File: src/rtl/dac_serial_tx.sv
// rtl/dac_serial_tx.sv - MSB-first serial transmitter for a TLC5615-class SPI DAC channel
// Define DAC_TX_DOUBLE_BUF_EN to add a one-entry holding register so samples can be accepted mid-frame.
module dac_serial_tx #(
   parameter int DATA_W     = 8,
   parameter int FRAME_W    = 16,
   parameter int LEAD_BITS  = 4,
   parameter int CLK_DIV    = 25,
   parameter int CS_HIGH_HP = 2
) (
   input  logic              clk,
   input  logic              reset,
   input  logic [DATA_W-1:0] sample_in,
   input  logic              sample_valid,
   output logic              sample_ready,
   output logic              DAC_clk,
   output logic              CS,
   output logic              DAC_din,
   output logic              busy,
   output logic              done
);

   localparam int TRAIL_BITS = FRAME_W - LEAD_BITS - DATA_W;
   localparam int DIV_W      = (CLK_DIV > 1) ? $clog2(CLK_DIV) : 1;
   localparam int BIT_W      = (FRAME_W > 1) ? $clog2(FRAME_W) : 1;
   localparam int HP_W       = (CS_HIGH_HP > 1) ? $clog2(CS_HIGH_HP) : 1;

   localparam logic [DIV_W-1:0] DIV_LAST = DIV_W'(CLK_DIV - 1);
   localparam logic [BIT_W-1:0] BIT_LAST = BIT_W'(FRAME_W - 1);
   localparam logic [HP_W-1:0]  HP_LAST  = HP_W'(CS_HIGH_HP - 1);

   typedef enum logic [1:0] {
      IDLE     = 2'd0,
      SHIFT_LO = 2'd1,
      SHIFT_HI = 2'd2,
      HOLD     = 2'd3
   } txState;

   txState             state;
   txState             stateNext;
   logic [DIV_W-1:0]   divCnt;
   logic [DIV_W-1:0]   divNext;
   logic [BIT_W-1:0]   bitCnt;
   logic [BIT_W-1:0]   bitNext;
   logic [HP_W-1:0]    hpCnt;
   logic [HP_W-1:0]    hpNext;
   logic [FRAME_W-1:0] shiftReg;
   logic [FRAME_W-1:0] shiftNext;
   logic               doneNext;
   logic               readyNext;
   logic               shifting;
   logic               tick;
   logic               accept;

`ifdef DAC_TX_DOUBLE_BUF_EN
   logic              holdFull;
   logic              holdFullNext;
   logic [DATA_W-1:0] holdData;
`endif

   function automatic logic [FRAME_W-1:0] buildFrame(input logic [DATA_W-1:0] s);
      logic [FRAME_W-1:0] f;
      f = '0;
      f[DATA_W-1:0] = s;
      return f << TRAIL_BITS;
   endfunction

   assign tick   = (divCnt == DIV_LAST);
   assign accept = sample_valid && sample_ready;

   always_comb begin
      stateNext = state;
      shiftNext = shiftReg;
      bitNext   = bitCnt;
      hpNext    = hpCnt;
      doneNext  = 1'b0;
`ifdef DAC_TX_DOUBLE_BUF_EN
      holdFullNext = holdFull;
`endif
      case (state)
         IDLE: begin
            bitNext = '0;
            hpNext  = '0;
`ifdef DAC_TX_DOUBLE_BUF_EN
            // A sample parked during the previous frame has priority; ready is low while it waits.
            if (holdFull) begin
               stateNext    = SHIFT_LO;
               shiftNext    = buildFrame(holdData);
               holdFullNext = 1'b0;
            end else if (accept) begin
               stateNext = SHIFT_LO;
               shiftNext = buildFrame(sample_in);
            end
`else
            if (accept) begin
               stateNext = SHIFT_LO;
               shiftNext = buildFrame(sample_in);
            end
`endif
         end
         SHIFT_LO: begin
            if (tick) stateNext = SHIFT_HI;
         end
         SHIFT_HI: begin
            if (tick) begin
               if (bitCnt == BIT_LAST) begin
                  stateNext = HOLD;
               end else begin
                  bitNext   = bitCnt + 1'b1;
                  shiftNext = {shiftReg[FRAME_W-2:0], 1'b0};
                  stateNext = SHIFT_LO;
               end
            end
         end
         HOLD: begin
            if (tick) begin
               if (hpCnt == HP_LAST) begin
                  stateNext = IDLE;
                  doneNext  = 1'b1;
               end else begin
                  hpNext = hpCnt + 1'b1;
               end
            end
         end
         default: stateNext = IDLE;
      endcase

`ifdef DAC_TX_DOUBLE_BUF_EN
      if (accept && (state != IDLE)) holdFullNext = 1'b1;
      readyNext = !holdFullNext;
`else
      readyNext = (stateNext == IDLE);
`endif

      // Divider restarts on every state entry so each half-period is exactly CLK_DIV cycles.
      if ((state == IDLE) || (stateNext != state) || tick) divNext = '0;
      else                                                  divNext = divCnt + 1'b1;

      shifting = (stateNext == SHIFT_LO) || (stateNext == SHIFT_HI);
   end

   always_ff @(posedge clk) begin
      if (!reset) begin
         state        <= IDLE;
         divCnt       <= '0;
         bitCnt       <= '0;
         hpCnt        <= '0;
         shiftReg     <= '0;
         CS           <= 1'b1;
         DAC_clk      <= 1'b0;
         DAC_din      <= 1'b0;
         busy         <= 1'b0;
         done         <= 1'b0;
         sample_ready <= 1'b0;
      end else begin
         state        <= stateNext;
         divCnt       <= divNext;
         bitCnt       <= bitNext;
         hpCnt        <= hpNext;
         shiftReg     <= shiftNext;
         CS           <= !shifting;
         DAC_clk      <= (stateNext == SHIFT_HI);
         DAC_din      <= shifting ? shiftNext[FRAME_W-1] : 1'b0;
         busy         <= (stateNext != IDLE);
         done         <= doneNext;
         sample_ready <= readyNext;
      end
   end

`ifdef DAC_TX_DOUBLE_BUF_EN
   always_ff @(posedge clk) begin
      if (!reset) begin
         holdFull <= 1'b0;
         holdData <= '0;
      end else begin
         holdFull <= holdFullNext;
         if (accept && (state != IDLE)) holdData <= sample_in;
      end
   end
`endif

endmodule

File: config.mk
export PLATFORM = sky130hd
export DESIGN_NAME = dac_serial_tx
export DESIGN_NICKNAME = d
export VERILOG_FILES = /design/src/rtl/dac_serial_tx.sv
export SDC_FILE = /design/constraint.sdc
export NUM_CORES = 1
export LEC_CHECK = 0
export ABC_AREA = 1
export ABC_CLOCK_PERIOD_IN_PS = 3650
export CORE_MARGIN = 8
export CORE_UTILIZATION = 46
export CTS_BUF_LIST = sky130_fd_sc_hd__clkbuf_16
export DETAILED_ROUTE_END_ITERATION = 12
export PLACE_DENSITY = 0.67
export REMOVE_ABC_BUFFERS = 1
export SLEW_MARGIN = 15
export SYNTH_ARGS = -nofsm -noshare
export SYNTH_HDL_FRONTEND = slang
export SYNTH_SLANG_ARGS = --single-unit
File: constraint.sdc
create_clock -name clk -period 3.65 [get_ports clk]
set_clock_uncertainty 0.05 [all_clocks]
set_input_delay 0.73 -clock clk [delete_from_list [all_inputs] [get_ports clk]]
set_output_delay 0.73 -clock clk [all_outputs]
set_load 0.05 [all_outputs]
==> results of run 1 <==
## worst max-delay path, stage by stage (launching register included)
cell     delay [ps]
dfxtp_1         390
ha_1            210
nand3_1         390
nand2_1         230
nand2_1          70
nand2_1          80
nor2_1           60
nor2_1           90
ha_1            230
or2_2           300
a21oi_1         110
## cell families after synthesis
group | Yosys count
AO/OA/AOI/OAI | 14
XOR/XNOR | 3
flip-flops | 33
buffers and inverters | 30
adder cells (fa/ha/maj) | 5
AND/OR/NAND/NOR | 136
## routing by layer
layer  part of all wire  global-route usage
met1               0.50               0.157
met2               0.43               0.191
met3              0.055              0.0533
met4              0.018              0.0630
met5                  0                   0
## placed cells by master, fill, tap and decap left out, types with 2 or more instances in the layout
master / n
dfxtp_1: 33
a21oi_1: 6
nand2_1: 61
nand3_1: 14
clkdlybuf4s50_1: 16
nor2_4: 3
xor2_1: 2
ha_1: 5
nand4_1: 10
inv_1: 20
clkbuf_16: 5
nor2_1: 36
o21ai_0: 7
nand3b_1: 8
inv_2: 4
## how the worst max path moves through the flow
stage	startpoint	end	slack, ps	depth (start not counted)
after floorplan	divCnt[0]$_SDFF_PP0_	DAC_din$_SDFF_PN0_	1660	12
after global placement	sample_valid	DAC_din$_SDFF_PN0_	1270	7
after detailed placement	sample_valid	DAC_din$_SDFF_PN0_	1240	7
after CTS	bitCnt[0]$_SDFFE_PN0P_	DAC_din$_SDFF_PN0_	1380	10
after global routing	bitCnt[0]$_SDFFE_PN0P_	DAC_din$_SDFF_PN0_	1140	10
final	bitCnt[0]$_SDFFE_PN0P_	DAC_din$_SDFF_PN0_	1370	10
## stage by stage
step	cell area, µm²	utilization	std cells	hold slack, ps	power [mW]
after floorplan	1540	-	214	358	0.434
after global placement	1770	0.530	277	368	0.464
after detailed placement	1770	0.530	277	371	0.464
after CTS	1900	0.571	285	378	0.849
after global routing	1900	0.571	285	407	0.879
final	1900	0.571	285	378	0.840
## registers in the layout, summed over array words and instances (netlist names)
signal,cells
bitCnt,4
CS,1
done,1
sample_ready,1
DAC_clk,1
DAC_din,1
busy,1
shiftReg,15
divCnt,5
state,2
hpCnt,1
## area by class of cell
type / count / area [µm²]
clock buffers: 5 / 125
clock inverters: 3 / 11.3
fillers: 340 / 1430
inverters: 23 / 88.8
multi-input cells: 158 / 793
flip-flops and latches: 33 / 661
well taps: 46 / 57.6
repair buffers: 17 / 168
## power by group through the flow
stage / clock [mW] / sequential (mW) / combinational [mW]
2_1_floorplan: 0 / 0.394 / 0.0406
3_3_place_gp: 0 / 0.385 / 0.0786
3_5_place_dp: 0 / 0.385 / 0.0787
4_1_cts: 0.392 / 0.378 / 0.0792
5_1_grt: 0.412 / 0.379 / 0.0876
6_report: 0.383 / 0.378 / 0.0784
==> impl_metrics.ini, run 1 <==
[critical_path]
r2r_cells = 10
end_kind = register
r2r_start = bitCnt[0]$_SDFFE_PN0P_
r2r_slack_ps = 1370
critical_path_arrival_ps = 2440
timing.rr.end = DAC_din$_SDFF_PN0_
cp_max_fo = 13
start_kind = register
crit_type = reg -> reg
crit_required_ps = 3810

[worst_hold_path]
hold_class = reg -> reg
worstHoldStart = shiftReg[1]$_SDFFE_PN0P_
min_path_cells = 2
whs_endpoint = shiftReg[1]$_SDFFE_PN0P_

[sta]
period_share = 0.625
drv_slew = 0
hold_viol = 0
setup_viol_count_final = 0
worst_slack_ps = 1370
fin_crit_ps = 2280
max_freq_mhz = 438
worstMarginPinSlew_ps = 525
rsz0062_at_grt = false
max_slew_margin = 0.649
final.setup.tns_ps = 0

[floorplan]
core-area_mm2 = 0.00334
dieHeight_um = 74.7
dieArea_mm2 = 0.00558
ioPinCount = 17
die_x_um = 74.7
rows = 21
start_util = 0.475

[routing]
first_pass_iters = 4
antenna_left = 0
vias = 1345
wl_per_cell_um = 11.0
viasPerCell = 4.72
drc_errors = 0
drtIter0Drc = 51
wl_mm = 3.13

[placed_design]
portBuffers = 16
preCtsSetupSlack_ps = 1240
gp_congestion = 0.798
dp_hpwl_mm = 2.16

[clock_network]
cts_made_buffers = 5
cts_max_path_buffers = 2
tritoncts = yes
hold_buffers = 0
htreeDepth = 2
clk_pin_slew_worst_paths_ps = 50
root_buffer = clkbuf_16
insertion_delay_ps = 270
cts_sinks = 33
cts_setup_buffers = 0
postCtsResizedCells = 0

[power]
pwr-share-seq = 0.450
p_int_mw = 0.649
leakage_nw = 0.819
vdd_drop_max_v = 0.000212
switchingPower_mw = 0.191
switching_share = 0.227
clkPwrFrac = 0.456
combPwrFrac = 0.093
power_density_mw_per_mm2 = 441

[logic_synthesis]
synth.most_common_cell = nand2_1
ys_seq_area_frac = 0.416
synth_commonest_cells = 61 x nand2_1, 36 x nor2_1, 33 x dfxtp_1
synth_seq_cells = 33
ys_async_sr_fraction = 0
synth_area_leaders = dfxtp_1 42%, nand2_1 14%, nor2_1 8.5%, nand3_1 4.4%, inv_1 4.0%
synthSimpleGateAreaFrac = 0.400
ys_types = 24
synth_fa_ha_area_frac = 0.0394
synth_compound_area_frac = 0.0442
syn_area_per_cell_um2 = 7.18
yosys_warnings = 0
synth-edff-count = 0
synth_area_mm2 = 0.00159
synth.mux.area_fraction = 0
yosysTopAreaCell = dfxtp_1
synth_cells = 221
synth_xor_area_frac = 0.0166
synth-main-ff-cell = dfxtp_1
synth_top_area_frac = 0.416
synth_top_family_by_area = simple AND/OR/NAND/NOR gates

[grt]
grt_max_degree = 21
grt.overflow.total = 0
grtUsageTotal = 0.129
grt_pass1_wl_mm = 5.55
antenna_found_initial = 0
first_global_vias = 1274

[finish]
diodes = 0
nets = 254
drive_gt1_frac = 0.0711
area_delta_synth_final_pct = 20.0

[outcome]
status = finished clean

[job]
drv_cap = 0
(Power assumes the default switching activity.)
==> run 2: changes to the inputs <==
ABC_CLOCK_PERIOD_IN_PS = 2050   (was 3650)
PLACE_DENSITY = 0.7   (was 0.67)
clock period = 2.05 ns   (was 3.65 ns; I/O delays follow)
==> run 2 against run 1 <==
- first-iteration DRC count grew 92%
- die area stayed put
- maximum frequency up 21%
- sequential power grew 78%
- hold slack worse by 3.8 ps
- critical path depth increased by 2
- flip-flop and latch count did not move
- largest cell class unchanged
==> impl_metrics.ini, run 2 (synthesized netlist as in run 1, its figures left out) <==
[critical_path]
critPathMaxStageDelay_ps = 330
crit_required_ps = 2210
path_buf_inv = 1
crit_family = simple AND/OR/NAND/NOR gates
start_kind = register
crit_type = reg -> reg
cp_slowest_cell = dfxtp_2
crit_path_cell_trace = inv_1 > ha_2 > nand2_2 > nor2_4 > nand2_2 > nand2_1 > nand2_1 > nor2_2 > nor2_1 > ha_1 > or2_2 > a21oi_2
critical_path_arrival_ps = 2050
end_kind = register
cp_max_fo = 4

[power]
pwr-share-seq = 0.442
clkPwrFrac = 0.459
leakage_nw = 0.857
switching_share = 0.234
power_density_mw_per_mm2 = 761
p_int_mw = 1.17
combPwrFrac = 0.099
total_power_mw = 1.52
vdd_drop_max_v = 0.000487
switchingPower_mw = 0.356

[clock_network]
cts_max_path_buffers = 2
cts_sinks = 33
hold_buffers = 0
htreeDepth = 2
root_buffer = clkbuf_16
tritoncts = yes
clk_pin_slew_worst_paths_ps = 50
insertion_delay_ps = 280
cts_made_buffers = 5

[finish]
largest_reg_flops = 15
top_register = shiftReg
area_delta_synth_final_pct = 26.0
nets = 264
final_cell_mix = 59 x nand2_1, 35 x nor2_1, 31 x dfxtp_1
final_cells = 295
fin_util = 0.599
fin_area_mm2 = 0.00200
drive_gt1_frac = 0.145
reg_top3 = shiftReg: 15 flops, divCnt: 5 flops, bitCnt: 4 flops
diodes = 0
final_common_cell = nand2_1

[floorplan]
core-area_mm2 = 0.00334
dieHeight_um = 74.7
dieArea_mm2 = 0.00558
start_util = 0.475
rows = 21
die_x_um = 74.7
ioPinCount = 17

[sta]
period_share = 0.921
max_freq_mhz = 530
worstMarginPinSlew_ps = 496
drv_slew = 0
fin_crit_ps = 1890
setup_viol_count_final = 0
hold_viol = 0
timing.hold.ws_ps = 375
max_slew_margin = 0.668

[grt]
grtUsageTotal = 0.131
use_met3 = 0.0373
grt_max_degree = 20
antenna_found_initial = 0
use_met2 = 0.206
grt.met1_usage = 0.157
grt.overflow.total = 0
grt_pass1_wl_mm = 5.59
grt-busiest-layer = met2
first_global_vias = 1261

[placed_design]
dp_cells = 286
post_dp_cell_area_mm2 = 0.00184
dp_hpwl_mm = 2.24
portBuffers = 16
gp_congestion = 0.826

[job]
drv_cap = 0

[routing]
wl_mm = 3.27
drtIter0Drc = 98
vias = 1426
wl_per_cell_um = 11.1
first_pass_iters = 4
viasPerCell = 4.83
antenna_left = 0
drc_errors = 0

[worst_hold_path]
hold_class = reg -> reg

[outcome]
status = finished clean
run 2: path summary, 6_finish.rpt:
check,slack (ps),to,startpoint,depth (start not counted)
setup / recovery,160,DAC_din$_SDFF_PN0_,divCnt[0]$_SDFF_PP0_,12
hold / removal,370,shiftReg[1]$_SDFFE_PN0P_,shiftReg[1]$_SDFFE_PN0P_,2
setup reg to reg,160,DAC_din$_SDFF_PN0_,divCnt[0]$_SDFF_PP0_,12
hold reg to reg,370,shiftReg[1]$_SDFFE_PN0P_,shiftReg[1]$_SDFFE_PN0P_,2
run 2: what timing repair did:
| item | CTS | global route |
|---|---|---|
| buffers inserted | 0 | 1 |
| endpoints found under the setup margin | 0 | 2 |
| gates resized for setup | 0 | 9 |
run 2: power groups by stage:
stage	logic, mW	registers (mW)	clock network (mW)
6_report	0.151	0.673	0.699
5_1_grt	0.167	0.675	0.748
4_1_cts	0.151	0.672	0.712
3_5_place_dp	0.150	0.685	0
3_3_place_gp	0.149	0.686	0
2_1_floorplan	0.0723	0.701	0
run 2: per-stage QoR:
stage / setup WS, ps / TNS, ps
floorplan: 64.8 / 0
global placement: 110 / 0
detailed placement: 108 / 0
CTS: 68.5 / 0
global route: -17.0 / -17.0
finish: 163 / 0
run 2: tightest hold or removal path, stage by stage (launching register included):
cell and delay, ps:
dfxtp_1 300, inv_1 50, nor2_1 30
run 2: routing by layer:
metal,share of wire,vias to the layer above
li1,-,753
met3,0.042,6
met2,0.48,28
met4,0.023,0
met5,0,-
met1,0.46,639
run 2: layout make-up:
type                            count  area (µm²)
Fill cell                         323        1340
Clock buffer                        5         125
Sequential cell                    33         663
Inverter                           23        88.8
Multi-Input combinational cell    158         810
Timing Repair Buffer               27         243
Tap cell                           46        57.6
Clock inverter                      3        12.5
==> run 3: changes to the inputs <==
--- a/config.mk
+++ b/config.mk
@@ -18,2 +18,3 @@
 export SYNTH_HDL_FRONTEND = slang
 export SYNTH_SLANG_ARGS = --single-unit
+export TNS_END_PERCENT = 30
--- a/constraint.sdc
+++ b/constraint.sdc
@@ -3,3 +3,3 @@
 set_input_delay 0.41 -clock clk [delete_from_list [all_inputs] [get_ports clk]]
 set_output_delay 0.41 -clock clk [all_outputs]
-set_load 0.05 [all_outputs]
+set_load 0.01 [all_outputs]
==> results of run 3 <==
The final DEF is identical to that of run 2. Status: finished clean.
Among the figures that moved: total power 1.52 mW -> 1.51 mW
